File: config.mk
export PLATFORM = sky130hd
export DESIGN_NAME = hazard_scoreboard
export DESIGN_NICKNAME = d
export VERILOG_FILES = /design/src/rtl/hazard_scoreboard.sv
export SDC_FILE = /design/constraint.sdc
export NUM_CORES = 1
export LEC_CHECK = 0
export BUFFER_PORTS_ARGS = -buffer_cell sky130_fd_sc_hd__buf_2
export CAP_MARGIN = 5
export CELL_PAD_IN_SITES_DETAIL_PLACEMENT = 0
export CELL_PAD_IN_SITES_GLOBAL_PLACEMENT = 2
export CORE_ASPECT_RATIO = 0.7
export CORE_MARGIN = 2
export CORE_UTILIZATION = 36
export CTS_CLUSTER_SIZE = 16
export DETAILED_ROUTE_END_ITERATION = 8
export PLACE_DENSITY = 0.81
export SLEW_MARGIN = 20
export SYNTH_ARGS = -nofsm -noshare
export SYNTH_HDL_FRONTEND = slang
export SYNTH_SLANG_ARGS = --single-unit
File: constraint.sdc
create_clock -name clk -period 2.6 [get_ports clk]
set_input_delay 0.26 -clock clk [delete_from_list [all_inputs] [get_ports clk]]
set_output_delay 0.26 -clock clk [all_outputs]
set_load 0.05 [all_outputs]
File: src/rtl/hazard_scoreboard.sv
// rtl/hazard_scoreboard.sv - per-register scoreboard with stall, issue and forwarding selects; optional macro HAZARD_SCOREBOARD_FWD_EN
module hazard_scoreboard #(
    parameter int NREG       = 64,
    parameter int RW         = $clog2(NREG),
    parameter int RETIRE_AGE = 3,
    parameter int FW         = $clog2(RETIRE_AGE + 1),
    parameter int LW         = $clog2(RETIRE_AGE + 1)
) (
    input  logic          clk,
    input  logic          rstn,
    input  logic          advance,
    input  logic          flush,
    input  logic          d_valid,
    input  logic [RW-1:0] d_rs0,
    input  logic [RW-1:0] d_rs1,
    input  logic          d_rs0_used,
    input  logic          d_rs1_used,
    input  logic [RW-1:0] d_rd,
    input  logic          d_regwrite,
    input  logic [LW-1:0] d_lat,
    output logic          stall,
    output logic          issue,
    output logic [FW-1:0] fwd0,
    output logic [FW-1:0] fwd1
);

    localparam logic [FW-1:0] AGE_MAX = FW'(RETIRE_AGE);
    localparam logic [LW-1:0] LAT_MAX = LW'(RETIRE_AGE);

    logic [NREG-1:0] busy_q, busy_d;
    logic [FW-1:0]   age_q [NREG];
    logic [FW-1:0]   age_d [NREG];
    logic [LW-1:0]   rem_q [NREG];
    logic [LW-1:0]   rem_d [NREG];

    logic            src0_busy, src1_busy;
    logic            haz0, haz1;
    logic            wr_en;
    logic [LW-1:0]   lat_eff;

    // Source lookup: busy visibility is masked by rstn so outputs read as empty during reset
    always_comb begin
        src0_busy = rstn & d_rs0_used & (d_rs0 != '0) & busy_q[d_rs0];
        src1_busy = rstn & d_rs1_used & (d_rs1 != '0) & busy_q[d_rs1];
`ifdef HAZARD_SCOREBOARD_FWD_EN
        haz0 = src0_busy & (rem_q[d_rs0] != '0);
        haz1 = src1_busy & (rem_q[d_rs1] != '0);
        fwd0 = (src0_busy & ~haz0) ? age_q[d_rs0] : '0;
        fwd1 = (src1_busy & ~haz1) ? age_q[d_rs1] : '0;
`else
        haz0 = src0_busy;
        haz1 = src1_busy;
        fwd0 = '0;
        fwd1 = '0;
`endif
        stall = d_valid & ~flush & (haz0 | haz1);
        issue = d_valid & advance & ~stall & ~flush;
    end

    // Latency normalisation: 0 behaves as 1, anything beyond the retire age is clamped
    always_comb begin
        if (d_lat == '0) begin
            lat_eff = LW'(1);
        end else if (d_lat > LAT_MAX) begin
            lat_eff = LAT_MAX;
        end else begin
            lat_eff = d_lat;
        end
        wr_en = issue & d_regwrite & (d_rd != '0);
    end

    // Entry ageing/retirement on advance, then the newly issued writer overrides its register
    always_comb begin
        busy_d = busy_q;
        age_d  = age_q;
        rem_d  = rem_q;
        if (advance) begin
            for (int i = 0; i < NREG; i++) begin
                if (busy_q[i]) begin
                    if ((age_q[i] == AGE_MAX) && (rem_q[i] == '0)) begin
                        busy_d[i] = 1'b0;
                        age_d[i]  = '0;
                        rem_d[i]  = '0;
                    end else begin
                        age_d[i] = (age_q[i] == AGE_MAX) ? AGE_MAX : age_q[i] + 1'b1;
                        rem_d[i] = (rem_q[i] == '0) ? '0 : rem_q[i] - 1'b1;
                    end
                end
            end
        end
        if (wr_en) begin
            busy_d[d_rd] = 1'b1;
            age_d[d_rd]  = FW'(1);
            rem_d[d_rd]  = lat_eff - 1'b1;
        end
    end

    // State registers with synchronous active-low reset clearing every entry
    always_ff @(posedge clk) begin
        if (!rstn) begin
            busy_q <= '0;
            age_q  <= '{default: '0};
            rem_q  <= '{default: '0};
        end else begin
            busy_q <= busy_d;
            age_q  <= age_d;
            rem_q  <= rem_d;
        end
    end

endmodule

==> summary.txt <==
Status
  • Run status: finished, violations left
  • Failing checks: setup timing

Hold path
  • Hold Crit Start: rstn
  • Hold WC Path Type: in2reg

Setup path
  • WS Path Type: reg2out
  • Worst Setup End Kind: output pin
  • Critical path startpoint category: register
  • Worst R2R Start: busy_q[31]
  • CP Launch Point: busy_q[10]
  • CP max FO: 2
  • Critical path required time: around 2.3 ns
  • WP data arrival: approximately 2.7 ns

CTS
  • Max Root-Sink Buffers: 3
  • CTS Hold Bufs: 0
  • TritonCTS clock tree: done
  • Clock transition at path regs: approximately 0.070 ns
  • Clk root buf: clkbuf_16
  • Insertion delay to the later sink of the worst-skew pair: roughly 0.54 ns
  • Clock sinks: 320
  • Number of buffers created by CTS: 35
  • H-tree Lvls: 2

Route
  • Via Count: about 15k
  • DRC: 0
  • Router iterations before antenna repair: 8
  • Drt wl/cell: ~18 microns
  • Antenna viol nets, final: 0
  • WL final: a little under 50,000 microns
  • Number of DRC markers in iteration 0: ~1.1k
  • DR vias/cell: about 5.5

Die
  • Site Rows: 66
  • IO Pins: 34
  • Die W: roughly 260 microns
  • Core Footprint: ~47,000 sq um
  • Initial Utilization: around 37%
  • Die height: roughly 190 microns
  • Die area: between 40,000 and 50,000 sq um

Placed design
  • Worst slack at placement: -0.455 ns
  • Hpwl dp: approximately 32,000 microns
  • I/O Buffers: 29
  • RePlAce Congestion: 0.869

Logic synthesis
  • Synth warn: 0
  • Synth Flop Type: dfxtp_1
  • Syn avg cell area: just under 9 sq um
  • Number of enable flip-flop cells after synthesis: 0
  • Post-synth cell types: 57
  • Mapped cell area: 17,000 sq um
  • Share of synthesized registers carrying an async set or reset: 0%
  • Seq/Total Area, Yosys: 37.6%
  • Syn Inst Count: between 1.5k and 2k
  • Seq cells post-synth: 320

Timing
  • Slew margin rel.: between 40 and 50%
  • Final hold violations: 0
  • Final setup fails: 284
  • Final Critical Period: around 2.9 ns
  • RSZ-0062 raised after global routing: yes
  • Final period util: 113%
  • Worst-margin pin slew: a little under 0.9 ns
  • Maximum clock rate: 341 MHz
  • Final max-slew violation count: 0
  • Setup TNS: -38.87 ns
  • Max Clock Skew: approximately 0.020 ns
  • Final WS setup: -0.334 ns

Final layout
  • Final #Nets: 2,101
  • P&R area growth vs syn: 23.1%
  • Share of cells above drive strength 1: 23.8%
  • Filler cells: 4,472
  • Fin util: between 40% and 50%

Power
  • Power per cell area: slightly above 500 nW/um^2
  • Leak pwr: around 7.2 nW
  • Peak supply drop: about 0.00037 V

Job
  • Max-cap violations: 0

GRT
  • Number of global-route vias before repair: around 14k
  • Pin count of the biggest net entering global routing: approximately 140
  • GR Overflow Total: 0
  • Number of antenna violations at the first check in global routing: 2
  • First-pass GRT wire length: a little under 80,000 microns
  • Total GRT Usage: 19.8%
## layer usage
metal	vias to the layer above	GRT usage, %	share of wire [%]
li1	7412	-	-
met1	7148	29.0	50
met2	342	30.6	43
met3	69	3.07	5.0
met4	0	4.57	1.9
met5	-	0	0
## worst max-delay path, cell delays in order, from the launching register on
cell     delay, ns
dfxtp_1       0.40
mux4_2        0.27
nor2_1        0.06
o41ai_4       0.42
a31oi_2       0.16
o32a_1        0.46
nor3b_4       0.20
buf_6         0.18
## synthesized netlist by cell type, types with 2 or more instances
cell type,number,share of area (%)
nand2_1,221,4.9
a21oi_1,143,4.2
buf_2,10,0.29
nor2b_1,9,0.33
nor3_1,16,0.47
a211oi_1,3,0.13
or3_1,4,0.15
o41ai_1,17,0.87
dfxtp_1,320,38
and3_1,65,2.4
o41ai_2,2,0.19
nor3_4,46,4.4
buf_12,5,0.59
nor3b_1,10,0.44
clkbuf_1,84,1.9
nand4_1,30,1.1
a31oi_1,5,0.18
or2_2,7,0.26
nor3_2,38,2.2
o21a_1,88,3.9
o2111a_1,5,0.33
a41oi_1,28,1.4
buf_4,8,0.35
nand3_1,111,3.3
inv_1,33,0.73
mux2i_1,142,8.3
nand2b_1,56,2.1
a21o_1,6,0.26
buf_6,6,0.40
nand3b_1,4,0.18
o21ai_0,189,5.6
buf_1,9,0.20
a2111oi_0,2,0.10
mux2_2,8,0.53
mux4_2,27,3.6
o211ai_1,71,3.1
nor2_1,83,1.8
o22ai_1,2,0.073
and2_1,2,0.073
## worst paths after layout
kind	endpoint	slack, ns	cells after the start
max reg2reg	rem_q[31]	-0.28	12
min	busy_q[12]	0.22	3
max	stall	-0.33	7
min reg2reg	rem_q[127]	0.48	1
## final cells by class
cell class / instances / area, sq um / area share [%]
Timing Repair Buffer: 223 / 2120 / 10.1
Sequential cell: 320 / 6440 / 30.7
Tap cell: 612 / 766 / 3.65
Multi-Input combinational cell: 1459 / 10400 / 49.7
Inverter: 34 / 133 / 0.632
Clock inverter: 8 / 108 / 0.513
Clock buffer: 47 / 992 / 4.73
Antenna cell: 2 / 5.00 / 0.0239
## registers in the layout, summed over array words and instances, names as in the netlist
register  cells
busy_q       64
age_q       128
rem_q       128
## where the power goes
group | switching [mW] | leakage [nW] | internal [mW]
Clock | 2.11 | 0.538 | 2.87
Sequential | 0.00320 | 2.59 | 4.90
Combinational | 0.544 | 4.11 | 0.321
## metrics by stage
stage	cell area (sq um)	hold WS, ns	cells	total power, mW
final	21000	0.219	2705	10.8
after global routing	21000	0.215	2705	11.1
after CTS	20500	0.197	2680	10.8
after detailed placement	18600	0.468	2592	5.68
after global placement	18600	0.456	2592	5.68
after floorplan	17100	0.437	1936	5.45
## what timing repair did
| action | in CTS | in global routing |
|---|---|---|
| cloned | 5 | 0 |
| setup endpoints to repair | 285 | 317 |
| pin swaps | 159 | 41 |
| setup buffers | 30 | 25 |
| resized for setup | 120 | 65 |
## layout by cell type, fill, tap and decap left out, drive strengths merged, types with 5 or more instances in the layout
cell,netlist,final
o41ai,19,19
nand2b,56,56
a31oi,5,5
clkbuf,84,48
o211ai,71,71
o2111a,5,5
mux4,27,27
buf,39,222
or2,7,7
nand4,30,30
a21o,6,6
nor2b,9,9
and3,65,65
a21oi,143,143
o21ai,189,189
nor3,100,100
mux2i,142,142
dfxtp,320,320
o21a,88,88
nor3b,11,11
nand3,111,111
a41oi,29,29
nand2,221,221
nor2,83,83
mux2,8,8
inv,34,35
## logic make-up (layout without fill, tap and decap cells)
group	after synthesis	after routing	synth area share, %
AOI/OAI and AO/OA	571	571	21.0
buffers and inverters	157	312	4.53
DFF	320	320	37.6
muxes	177	177	12.4
other	1	6	0.0220
and+or+nand+nor	707	707	24.4
No activity file was read; power rests on OpenSTA's default activity.
